$ cat src/rtl/mdio_pkg.sv
// Shared MDIO frame constants, FSM state type and command decode helpers.
package mdio_pkg;

  localparam logic [1:0] ST_C22       = 2'b01;
  localparam logic [1:0] ST_C45       = 2'b00;
  localparam logic [1:0] OP_C22_WR    = 2'b01;
  localparam logic [1:0] OP_C22_RD    = 2'b10;
  localparam logic [1:0] OP_C45_ADDR  = 2'b00;
  localparam logic [1:0] OP_C45_WR    = 2'b01;
  localparam logic [1:0] OP_C45_RDINC = 2'b10;
  localparam logic [1:0] OP_C45_RD    = 2'b11;
  localparam logic [1:0] TA_WR        = 2'b10;
  localparam int         HDR_BITS     = 14;
  localparam int         DATA_BITS    = 16;

  typedef enum logic [2:0] {IDLE, PRE, HDR, TA, DATA, REL} state_e;

  function automatic logic cmd_legal(input logic [1:0] st, input logic [1:0] op,
                                     input logic c45_ok);
    if (st == ST_C22) return (op == OP_C22_WR) || (op == OP_C22_RD);
    if (st == ST_C45)
      return c45_ok && (op inside {OP_C45_ADDR, OP_C45_WR, OP_C45_RDINC, OP_C45_RD});
    return 1'b0;
  endfunction

  function automatic logic is_read_op(input logic [1:0] st, input logic [1:0] op);
    if (st == ST_C22) return op == OP_C22_RD;
    return (op == OP_C45_RDINC) || (op == OP_C45_RD);
  endfunction

  // Everything after the preamble, MSB first; TA/data are ignored for reads.
  function automatic logic [31:0] frame_word(input logic [1:0] st, input logic [1:0] op,
                                             input logic [4:0] phyad, input logic [4:0] regad,
                                             input logic [15:0] wdata);
    return {st, op, phyad, regad, TA_WR, wdata};
  endfunction

endpackage

$ cat src/rtl/mdc_gen.sv
// MDC phase generator: low for the first half of each bit, high for the rest.
// bit_start/sample flag the cycle whose closing edge drops/raises MDC.
module mdc_gen #(
  parameter int MDC_DIV = 4
) (
  input  logic clk,
  input  logic reset,
  input  logic en,
  input  logic mdc_en,
  output logic mdc,
  output logic bit_start,
  output logic sample
);
  import mdio_pkg::*;

  localparam int            PW   = $clog2(MDC_DIV);
  localparam logic [PW-1:0] LAST = PW'(MDC_DIV - 1);
  localparam logic [PW-1:0] HALF = PW'(MDC_DIV / 2);

  logic [PW-1:0] phase_q, phase_d;
  logic          mdc_q, mdc_d;

  always_comb begin
    phase_d = '0;
    if (en) phase_d = (phase_q == LAST) ? '0 : phase_q + 1'b1;
    mdc_d = en && mdc_en && (phase_d >= HALF);
  end

  always_ff @(posedge clk) begin
    if (reset) begin
      phase_q <= '0;
      mdc_q   <= 1'b0;
    end else begin
      phase_q <= phase_d;
      mdc_q   <= mdc_d;
    end
  end

  assign mdc       = mdc_q;
  assign bit_start = en && (phase_q == LAST);
  assign sample    = en && (phase_q == HALF - 1'b1);

endmodule

$ cat src/rtl/mdio_master_ctrl.sv
// MDIO management master: one command per handshake, Clause 22/45 framing on
// a gated MDC, read data captured on MDC rise and returned with a valid pulse.
module mdio_master_ctrl #(
  parameter int MDC_DIV     = 4,
  parameter int PRE_LEN     = 32,
  parameter bit SUPPORT_C45 = 1'b1
) (
  input  logic        clk,
  input  logic        reset,
  input  logic        cmd_valid,
  output logic        cmd_ready,
  input  logic [1:0]  cmd_st,
  input  logic [1:0]  cmd_op,
  input  logic [4:0]  cmd_phyad,
  input  logic [4:0]  cmd_regad,
  input  logic [15:0] cmd_wdata,
  output logic        busy,
  output logic        cmd_err,
  output logic        mdc,
  output logic        mdio_out,
  output logic        mdio_oe,
  input  logic        mdio_in,
  output logic [15:0] rd_data,
  output logic        rd_valid,
  output logic        rd_err
);
  import mdio_pkg::*;

  localparam logic [5:0] PRE_LAST  = 6'((PRE_LEN > 0) ? PRE_LEN - 1 : 0);
  localparam logic [5:0] HDR_LAST  = 6'(HDR_BITS - 1);
  localparam logic [5:0] DATA_LAST = 6'(DATA_BITS - 1);

  state_e      state_q, state_d;
  logic [5:0]  bit_cnt_q, bit_cnt_d;
  logic [31:0] tx_q, tx_d;
  logic [15:0] rx_q, rx_d;
  logic        rd_q, rd_d;
  logic        mdio_out_q, mdio_out_d;
  logic        oe_q, oe_d;
  logic        busy_q, busy_d;
  logic        cmd_ready_q, cmd_ready_d;
  logic        cmd_err_q, cmd_err_d;
  logic        ta_err_q, ta_err_d;
  logic [15:0] rd_data_q, rd_data_d;
  logic        rd_valid_q, rd_valid_d;
  logic        rd_err_q, rd_err_d;

  logic        accept, bit_start, sample, gen_en, gen_mdc_en;
  logic [31:0] in_frame;

  assign gen_en     = (state_q != IDLE);
  assign gen_mdc_en = (state_q != REL);

  mdc_gen #(.MDC_DIV(MDC_DIV)) u_mdc_gen (
    .clk       (clk),
    .reset     (reset),
    .en        (gen_en),
    .mdc_en    (gen_mdc_en),
    .mdc       (mdc),
    .bit_start (bit_start),
    .sample    (sample)
  );

  assign accept   = cmd_valid && cmd_ready_q;
  assign in_frame = frame_word(cmd_st, cmd_op, cmd_phyad, cmd_regad, cmd_wdata);

  always_comb begin
    state_d    = state_q;
    bit_cnt_d  = bit_cnt_q;
    tx_d       = tx_q;
    rx_d       = rx_q;
    rd_d       = rd_q;
    mdio_out_d = mdio_out_q;
    oe_d       = oe_q;
    ta_err_d   = ta_err_q;
    rd_data_d  = rd_data_q;
    rd_err_d   = rd_err_q;
    rd_valid_d = 1'b0;
    cmd_err_d  = 1'b0;

    case (state_q)
      IDLE: begin
        if (accept) begin
          if (!cmd_legal(cmd_st, cmd_op, SUPPORT_C45)) begin
            cmd_err_d = 1'b1;
          end else begin
            rd_d      = is_read_op(cmd_st, cmd_op);
            bit_cnt_d = '0;
            oe_d      = 1'b1;
            if (PRE_LEN == 0) begin
              state_d    = HDR;
              mdio_out_d = in_frame[31];
              tx_d       = in_frame << 1;
            end else begin
              state_d    = PRE;
              mdio_out_d = 1'b1;
              tx_d       = in_frame;
            end
          end
        end
      end
      PRE: begin
        if (bit_start) begin
          bit_cnt_d = bit_cnt_q + 6'd1;
          if (bit_cnt_q == PRE_LAST) begin
            state_d    = HDR;
            bit_cnt_d  = '0;
            mdio_out_d = tx_q[31];
            tx_d       = tx_q << 1;
          end
        end
      end
      HDR, TA, DATA: begin
        if (bit_start) begin
          tx_d      = tx_q << 1;
          bit_cnt_d = bit_cnt_q + 6'd1;
          if (state_q == HDR && bit_cnt_q == HDR_LAST) begin
            state_d = TA; bit_cnt_d = '0;
          end else if (state_q == TA && bit_cnt_q == 6'd1) begin
            state_d = DATA; bit_cnt_d = '0;
          end else if (state_q == DATA && bit_cnt_q == DATA_LAST) begin
            state_d = REL; bit_cnt_d = '0;
          end
          // Reads hand the line to the PHY from the first turnaround bit on.
          if (state_d == REL || (rd_q && state_d != HDR)) begin
            mdio_out_d = 1'b1;
            oe_d       = 1'b0;
          end else begin
            mdio_out_d = tx_q[31];
          end
          if (state_d == REL && rd_q) begin
            rd_data_d  = rx_q;
            rd_err_d   = ta_err_q;
            rd_valid_d = 1'b1;
          end
        end
        if (sample && rd_q) begin
          if (state_q == TA && bit_cnt_q == 6'd1) ta_err_d = mdio_in;
          if (state_q == DATA) rx_d = {rx_q[14:0], mdio_in};
        end
      end
      REL: begin
        if (bit_start) state_d = IDLE;
      end
      default: state_d = IDLE;
    endcase

    busy_d      = (state_d != IDLE);
    cmd_ready_d = (state_d == IDLE) && !accept;
  end

  always_ff @(posedge clk) begin
    if (reset) begin
      state_q     <= IDLE;
      bit_cnt_q   <= '0;
      mdio_out_q  <= 1'b1;
      oe_q        <= 1'b0;
      busy_q      <= 1'b0;
      cmd_ready_q <= 1'b0;
      cmd_err_q   <= 1'b0;
      ta_err_q    <= 1'b0;
      rd_data_q   <= '0;
      rd_valid_q  <= 1'b0;
      rd_err_q    <= 1'b0;
    end else begin
      state_q     <= state_d;
      bit_cnt_q   <= bit_cnt_d;
      mdio_out_q  <= mdio_out_d;
      oe_q        <= oe_d;
      busy_q      <= busy_d;
      cmd_ready_q <= cmd_ready_d;
      cmd_err_q   <= cmd_err_d;
      ta_err_q    <= ta_err_d;
      rd_data_q   <= rd_data_d;
      rd_valid_q  <= rd_valid_d;
      rd_err_q    <= rd_err_d;
    end
    tx_q <= tx_d;
    rx_q <= rx_d;
    rd_q <= rd_d;
  end

  assign cmd_ready = cmd_ready_q;
  assign busy      = busy_q;
  assign cmd_err   = cmd_err_q;
  assign mdio_out  = mdio_out_q;
  assign mdio_oe   = oe_q;
  assign rd_data   = rd_data_q;
  assign rd_valid  = rd_valid_q;
  assign rd_err    = rd_err_q;

endmodule

$ cat config.mk
export PLATFORM = sky130hd
export DESIGN_NAME = mdio_master_ctrl
export DESIGN_NICKNAME = d
export VERILOG_FILES = /design/src/rtl/mdio_pkg.sv /design/src/rtl/mdc_gen.sv /design/src/rtl/mdio_master_ctrl.sv
export SDC_FILE = /design/constraint.sdc
export NUM_CORES = 1
export LEC_CHECK = 0
export ABC_AREA = 1
export BUFFER_PORTS_ARGS = -buffer_cell sky130_fd_sc_hd__buf_2
export CELL_PAD_IN_SITES_DETAIL_PLACEMENT = 1
export CELL_PAD_IN_SITES_GLOBAL_PLACEMENT = 2
export CORE_MARGIN = 2
export CORE_UTILIZATION = 39
export CTS_CLUSTER_DIAMETER = 40
export DETAILED_ROUTE_END_ITERATION = 8
export HOLD_SLACK_MARGIN = 0.15
export PLACE_DENSITY_LB_ADDON = 0.1
export SKIP_CTS_REPAIR_TIMING = 1
export SYNTH_ARGS = -nofsm -noshare
export SYNTH_HDL_FRONTEND = slang
export SYNTH_SLANG_ARGS = --single-unit
export TNS_END_PERCENT = 5
$ cat constraint.sdc
create_clock -name clk -period 10 [get_ports clk]
set_clock_uncertainty 0.15 [all_clocks]
set_input_delay 1.5 -clock clk [delete_from_list [all_inputs] [get_ports clk]]
set_output_delay 1.5 -clock clk [all_outputs]
set_load 0.05 [all_outputs]
==> flow_summary.toml, run 1 <==
[clocking]
cts_buffer_depth = 2
cts_max_level = 3
cts_tree = "yes"
cts_root_buffer = "clkbuf_8"
numCtsBuffers = 9
clkTransAtPathRegs_ns = 0.09
clkLatencyLatePin_ns = 0.36
clock-sinks = 85

[drt]
drt-met1-wl_mm = 3.839
first_iter_violations = 93
drc = 0
wl_mm = 8.205
dr.pass1.iters = 4
via_per_inst = 4.769
vias = 2728
wl_met3_um = 314
top_layer_used = "met4"
dr_wl_met2_mm = 3.915
routedWlPerCell_um = 14.34
postRouteAntennaNets = 0

[placement]
gp_congestion = 0.7704
hpwlAfterDp_mm = 5.716
placed_cells = 556
port_buffers = 57
dp_slack_ns = 6.566
placed_cell_area_um2 = 4234

[timing]
setup_slack_ns = 6.959
min_period_ns = 3.041
report.final.hold_viol_count = 0
grt_setup_unrepaired = "false"
max_freq_mhz = 328.8
tightestPinTransition_ns = 0.7056
slew_headroom = 0.5290
tns_ns = 0
setup_viol = 0
finalCritPeriodShare = 0.3041
drv_slew = 0

[grt]
grt_usage = 0.1630
grt_start_max_net_pins = 37
grt_overflow = 0
antenna_found_initial = 0
grt_first_pass_wirelength_mm = 13.82
grt_pass1_vias = 2766

[cells_and_area]
area_delta_synth_final_pct = 14.49
num_antenna_cells = 0
final_area_um2 = 4438
drive_gt1_frac = 0.2825
final_core_util = 0.4561
nets = 476
nFillCells = 1121
layout.cells.non_filler = 572

[yosys]
yosysUniqueCellTypes = 35
synthCells = 374
syn-num-nets = 416
yosysWarnings = 0
synth_top_area_cell = "edfxtp_1"
ys_ff_latch = 85
avgSynthCellArea_um2 = 10.36
synth.area.top_cells = "edfxtp_1 (38%), dfxtp_1 (19%), mux2_2 (7.6%), inv_1 (5.0%), nand2_1 (4.9%)"
seq_area_frac_synth = 0.5655
synth_top_cell_area_share = 0.3796
netlist_area_um2 = 3876

[power_and_ir_drop]
powerDensity_nw_per_um2 = 154.1
ir_drop_mv = 0.07265
leakagePower_nw = 1.816

[status]
status = "finished, final reports clean"

[setup_path]
end_kind = "flip-flop"
rr_worst_depth = 7
cp.required_ns = 9.87
crit_fanout = 33
r2r-start = "state_q[1]$_SDFF_PP0_"
critPathKind = "input port to flip-flop"
regToRegEndpoint = "rd_data[6]$_SDFFE_PP0P_"
cp.arrival_ns = 2.91
r2r_setup_slack_ns = 7.35
setup.worst_path.start_class = "input port"

[floorplan]
start_util = 0.3984
dieHeight_um = 103.7
die_x_um = 103.7
die_area_um2 = 10750
core_area_um2 = 9729
rows = 36
ios = 58

[min_path]
holdPathEnd = "rd_data[12]$_SDFFE_PP0P_"
min_path_type = "flip-flop to flip-flop"
hold_depth = 2
min_from = "rd_data[12]$_SDFFE_PP0P_"

[job]
cap_violations = 0
-- report_power, final --
group | switching [W] | leakage, nW | total (W) | internal [W]
Combinational | 0.0000295 | 0.980 | 0.0000486 | 0.0000191
Clock | 0.000137 | 0.102 | 0.000256 | 0.000119
Sequential | 0.00000244 | 0.733 | 0.000380 | 0.000377
-- placed cells by master, fill, tap and decap left out, types with 2 or more instances in the layout --
master	instances
a21oi_1	28
buf_2	57
buf_4	2
clkbuf_8	9
dfxtp_1	36
edfxtp_1	49
ha_1	8
inv_1	52
inv_2	3
inv_6	2
mux2_2	26
nand2_1	51
nand2_2	4
nand2_4	5
nand3_1	16
nand3b_1	2
nand4_1	3
nor2_1	26
nor2_2	2
nor3_1	7
nor4_1	2
o21ai_0	19
o21ai_1	11
xor2_1	3
-- Yosys cell counts, drive strengths merged --
master,count
dfxtp,36
nand2,60
and2,1
nor2,29
nand3b,2
nor4,2
mux2,26
clkbuf,3
nor3b,1
edfxtp,49
nor3,8
buf,7
xor2,3
a21oi,30
nand4,4
o21ai,31
ha,8
nand3,18
inv,56
-- flip-flops by register name (all words and copies together), names as in the netlist --
signal and count:
tx_q 32, rd_data 16, rx_q 16, bit_cnt_q 6
state_q 3, u_mdc_gen.phase_q 2, busy 1, cmd_err 1
cmd_ready 1, mdio_oe 1, mdio_out 1, rd_err 1
rd_q 1, rd_valid 1, ta_err_q 1, u_mdc_gen.mdc 1
-- final cells by class --
| type | instances | area (um^2) | share of cell area |
|---|---|---|---|
| Clock inverter | 7 | 80.08 | 0.01804 |
| Inverter | 56 | 212.7 | 0.04793 |
| Tap cell | 133 | 166.4 | 0.03750 |
| Clock buffer | 9 | 123.9 | 0.02791 |
| Sequential cell | 85 | 2192 | 0.4939 |
| Multi-Input combinational cell | 223 | 1363 | 0.3070 |
| Timing Repair Buffer | 59 | 300.3 | 0.06766 |
-- worst max-delay path: stages --
cell and delay [ns]:
buf_2 0.11, inv_1 0.07, ha_1 0.28, nor2_1 0.04
nor2_1 0.09, nand2_1 0.13, nand2_1 0.10, nand3_1 0.09
nor2_2 0.10, buf_4 0.37
-- per-layer routing --
| layer | global-route usage | vias up |
|---|---|---|
| li1 | - | 1367 |
| met1 | 0.2115 | 1305 |
| met2 | 0.2649 | 47 |
| met3 | 0.03587 | 9 |
| met4 | 0.06660 | 0 |
| met5 | 0 | - |
-- kinds of logic (layout without fill, tap and decap cells) --
group / count (synthesis) / in the layout / share of synthesized area
AOI/OAI and AO/OA: 61 / 61 / 0.08360
and+or+nand+nor: 125 / 125 / 0.1591
DFF: 85 / 85 / 0.5655
buffers and inverters: 66 / 131 / 0.08360
muxes: 26 / 26 / 0.07553
xor gates and xnor gates: 3 / 3 / 0.006780
adders and majority gates: 8 / 8 / 0.02582
-- how the worst max path moves through the flow --
| stage | startpoint | to | slack [ns] | cells after the start |
|---|---|---|---|---|
| global placement | cmd_op[0] | tx_q[4]$_DFFE_PP_ | 6.64 | 10 |
| global route | cmd_op[0] | tx_q[25]$_DFFE_PP_ | 6.81 | 10 |
| floorplan | cmd_op[0] | tx_q[0]$_SDFFCE_PN0P_ | 5.84 | 8 |
| detailed placement | cmd_op[0] | tx_q[5]$_DFFE_PP_ | 6.57 | 10 |
| finish | cmd_op[0] | tx_q[25]$_DFFE_PP_ | 6.96 | 10 |
| CTS | cmd_op[0] | tx_q[27]$_DFFE_PP_ | 6.95 | 10 |
-- per-stage QoR --
stage | power, W | hold slack [ns]
after floorplan | 0.0004228 | 0.2708
final | 0.0006840 | 0.2948
after global placement | 0.0004360 | 0.2764
after CTS | 0.0006956 | 0.3015
after detailed placement | 0.0004377 | 0.2801
after global routing | 0.0007171 | 0.3242
No activity file was read; power rests on OpenSTA's default activity.
==> run 2: changes to the inputs <==
CORE_UTILIZATION = 33   (was 39)
clock period = 2.7 ns   (was 10 ns; I/O delays follow)
==> run 2 against run 1 <==
Effect of this change:
- routed wire length increased by 1.0%
- critical path depth unchanged
- largest power group unchanged
- first-iteration DRC count increased by 18%
- critical endpoint is now rd_data[2]$_SDFFE_PP0P_
- register-to-register slack got worse by 6.9 ns
==> flow_summary.toml, run 2 (synthesis results as in run 1) <==
[cells_and_area]
drive_gt1_frac = 0.2844
num_antenna_cells = 0
area_delta_synth_final_pct = 18.04
largest_register = "tx_q"
final_area_um2 = 4576
largest_reg_flops = 32
final_common_cell = "buf_2"
layout_common_cells = "buf_2 (57), inv_1 (52), nand2_1 (51)"
nets = 480

[placement]
placed_cell_area_um2 = 4282
hpwlAfterDp_mm = 5.829
port_buffers = 57
gp_congestion = 0.7823

[drt]
first_iter_violations = 110
drt-met1-wl_mm = 3.937
routedWlPerCell_um = 14.14
wl_mm = 8.287
vias = 2715
via_per_inst = 4.633
top_layer_used = "met4"
dr.pass1.iters = 4
postRouteAntennaNets = 0
drc = 0
wl_met3_um = 345
dr_wl_met2_mm = 3.898

[grt]
grt_start_max_net_pins = 37
grt_pass1_vias = 2796
grt_usage = 0.1399
antenna_found_initial = 0
grt_first_pass_wirelength_mm = 13.79
grt_overflow = 0

[timing]
tns_ns = 0
drv_slew = 0
tightestPinTransition_ns = 0.5703
max_freq_mhz = 450.9
grt_setup_unrepaired = "false"
setup_viol = 0
min_period_ns = 2.218
finalCritPeriodShare = 0.8214
slew_headroom = 0.6194
report.final.hold_viol_count = 0

[setup_path]
crit_buf_inv = 1
crit_family = "simple AND/OR/NAND/NOR gates"
setup.worst_path.start_class = "flip-flop"
crit_cells = 10
cp.required_ns = 2.82
cpPeakStageDelay_ns = 0.44
rr_worst_depth = 10
crit_top_cell = "nand2_1"
critPathKind = "flip-flop to flip-flop"
cp-endpoint = "rd_data[2]$_SDFFE_PP0P_"
r2r_setup_slack_ns = 0.48
regToRegEndpoint = "rd_data[2]$_SDFFE_PP0P_"
end_kind = "flip-flop"
crit_fanout = 35
crit_path_cell_trace = "ha_1 > nand2_1 > nor2_1 > nand2_4 > nand2_1 > nand2_2 > nand3_2 > buf_4 > o21ai_0 > a21oi_1"
slowest_stage = "dfxtp_1"
cp.arrival_ns = 2.34
crit_start = "bit_cnt_q[0]$_SDFFE_PP0P_"
r2r-start = "bit_cnt_q[0]$_SDFFE_PP0P_"

[power_and_ir_drop]
report.power.total_w = 0.002786
p_seq_frac = 0.506
swShare = 0.2342
pwr-share-clk = 0.429
ir_drop_mv = 0.2919
combPwrFrac = 0.066
powerDensity_nw_per_um2 = 609.0
p_int_w = 0.002134
p_switching_w = 0.0006527
leakagePower_nw = 1.876

[clocking]
cts_max_level = 3
numCtsBuffers = 9
clock-sinks = 85
cts_buffer_depth = 2
clkTransAtPathRegs_ns = 0.07
clkLatencyLatePin_ns = 0.34
cts_tree = "yes"
cts_root_buffer = "clkbuf_16"

[floorplan]
dieHeight_um = 112.4
die_area_um2 = 12630
ios = 58
die_x_um = 112.4
rows = 39
start_util = 0.3395
core_area_um2 = 11420

[min_path]
hold_depth = 2
min_path_type = "input port to flip-flop"

[job]
cap_violations = 0

[status]
status = "finished, final reports clean"
run 2: worst reg2reg max path, stage by stage, from the launching register on:
cell     delay (ns)
dfxtp_1        0.44
ha_1           0.26
nand2_1        0.07
nor2_1         0.20
nand2_4        0.13
nand2_1        0.12
nand2_2        0.08
nand3_2        0.07
buf_4          0.33
o21ai_0        0.14
a21oi_1        0.16
run 2: through the flow:
stage | cells | setup slack, ns | hold WS, ns | utilization
2_1_floorplan | 374 | 0.06294 | 0.2708 | -
6_report | 586 | 0.4823 | 0.2131 | 0.4007
4_1_cts | 585 | 0.4522 | 0.08541 | 0.3998
5_1_grt | 586 | 0.2627 | 0.2017 | 0.4007
3_5_place_dp | 569 | 0.4805 | 0.2822 | 0.3750
3_3_place_gp | 569 | 0.5032 | 0.2761 | 0.3750
run 2: layout make-up:
class	instances	area, um^2
clock buffers	11	242.7
well taps	143	178.9
multi-input cells	223	1363
fillers	1332	6843
inverters	56	212.7
repair buffers	63	345.3
flip-flops and latches	85	2192
clock inverters	5	41.29
run 2: how the worst min path moves through the flow:
stage	startpoint	to	slack, ns
4_1_cts	mdio_in	rx_q[0]$_DFFE_PP_	0.09
6_report	cmd_wdata[5]	tx_q[5]$_DFFE_PP_	0.21
2_1_floorplan	rx_q[2]$_DFFE_PP_	rx_q[3]$_DFFE_PP_	0.27
3_5_place_dp	rx_q[6]$_DFFE_PP_	rx_q[7]$_DFFE_PP_	0.28
5_1_grt	cmd_wdata[3]	tx_q[3]$_DFFE_PP_	0.20
3_3_place_gp	rx_q[5]$_DFFE_PP_	rx_q[6]$_DFFE_PP_	0.28
run 2: per-layer routing:
layer  vias to the layer above  global-route usage
met1                      1279              0.1823
met4                         0             0.05122
met5                         -                   0
met3                         9             0.03888
met2                        47              0.2237
li1                       1380                   -
run 2: power by group through the flow:
stage	Combinational, W	Sequential, W	Clock [W]
detailed placement	0.000187	0.00144	0
global route	0.000206	0.00141	0.00129
CTS	0.000188	0.00141	0.00124
floorplan	0.000114	0.00145	0
finish	0.000183	0.00141	0.00119
global placement	0.000184	0.00144	0
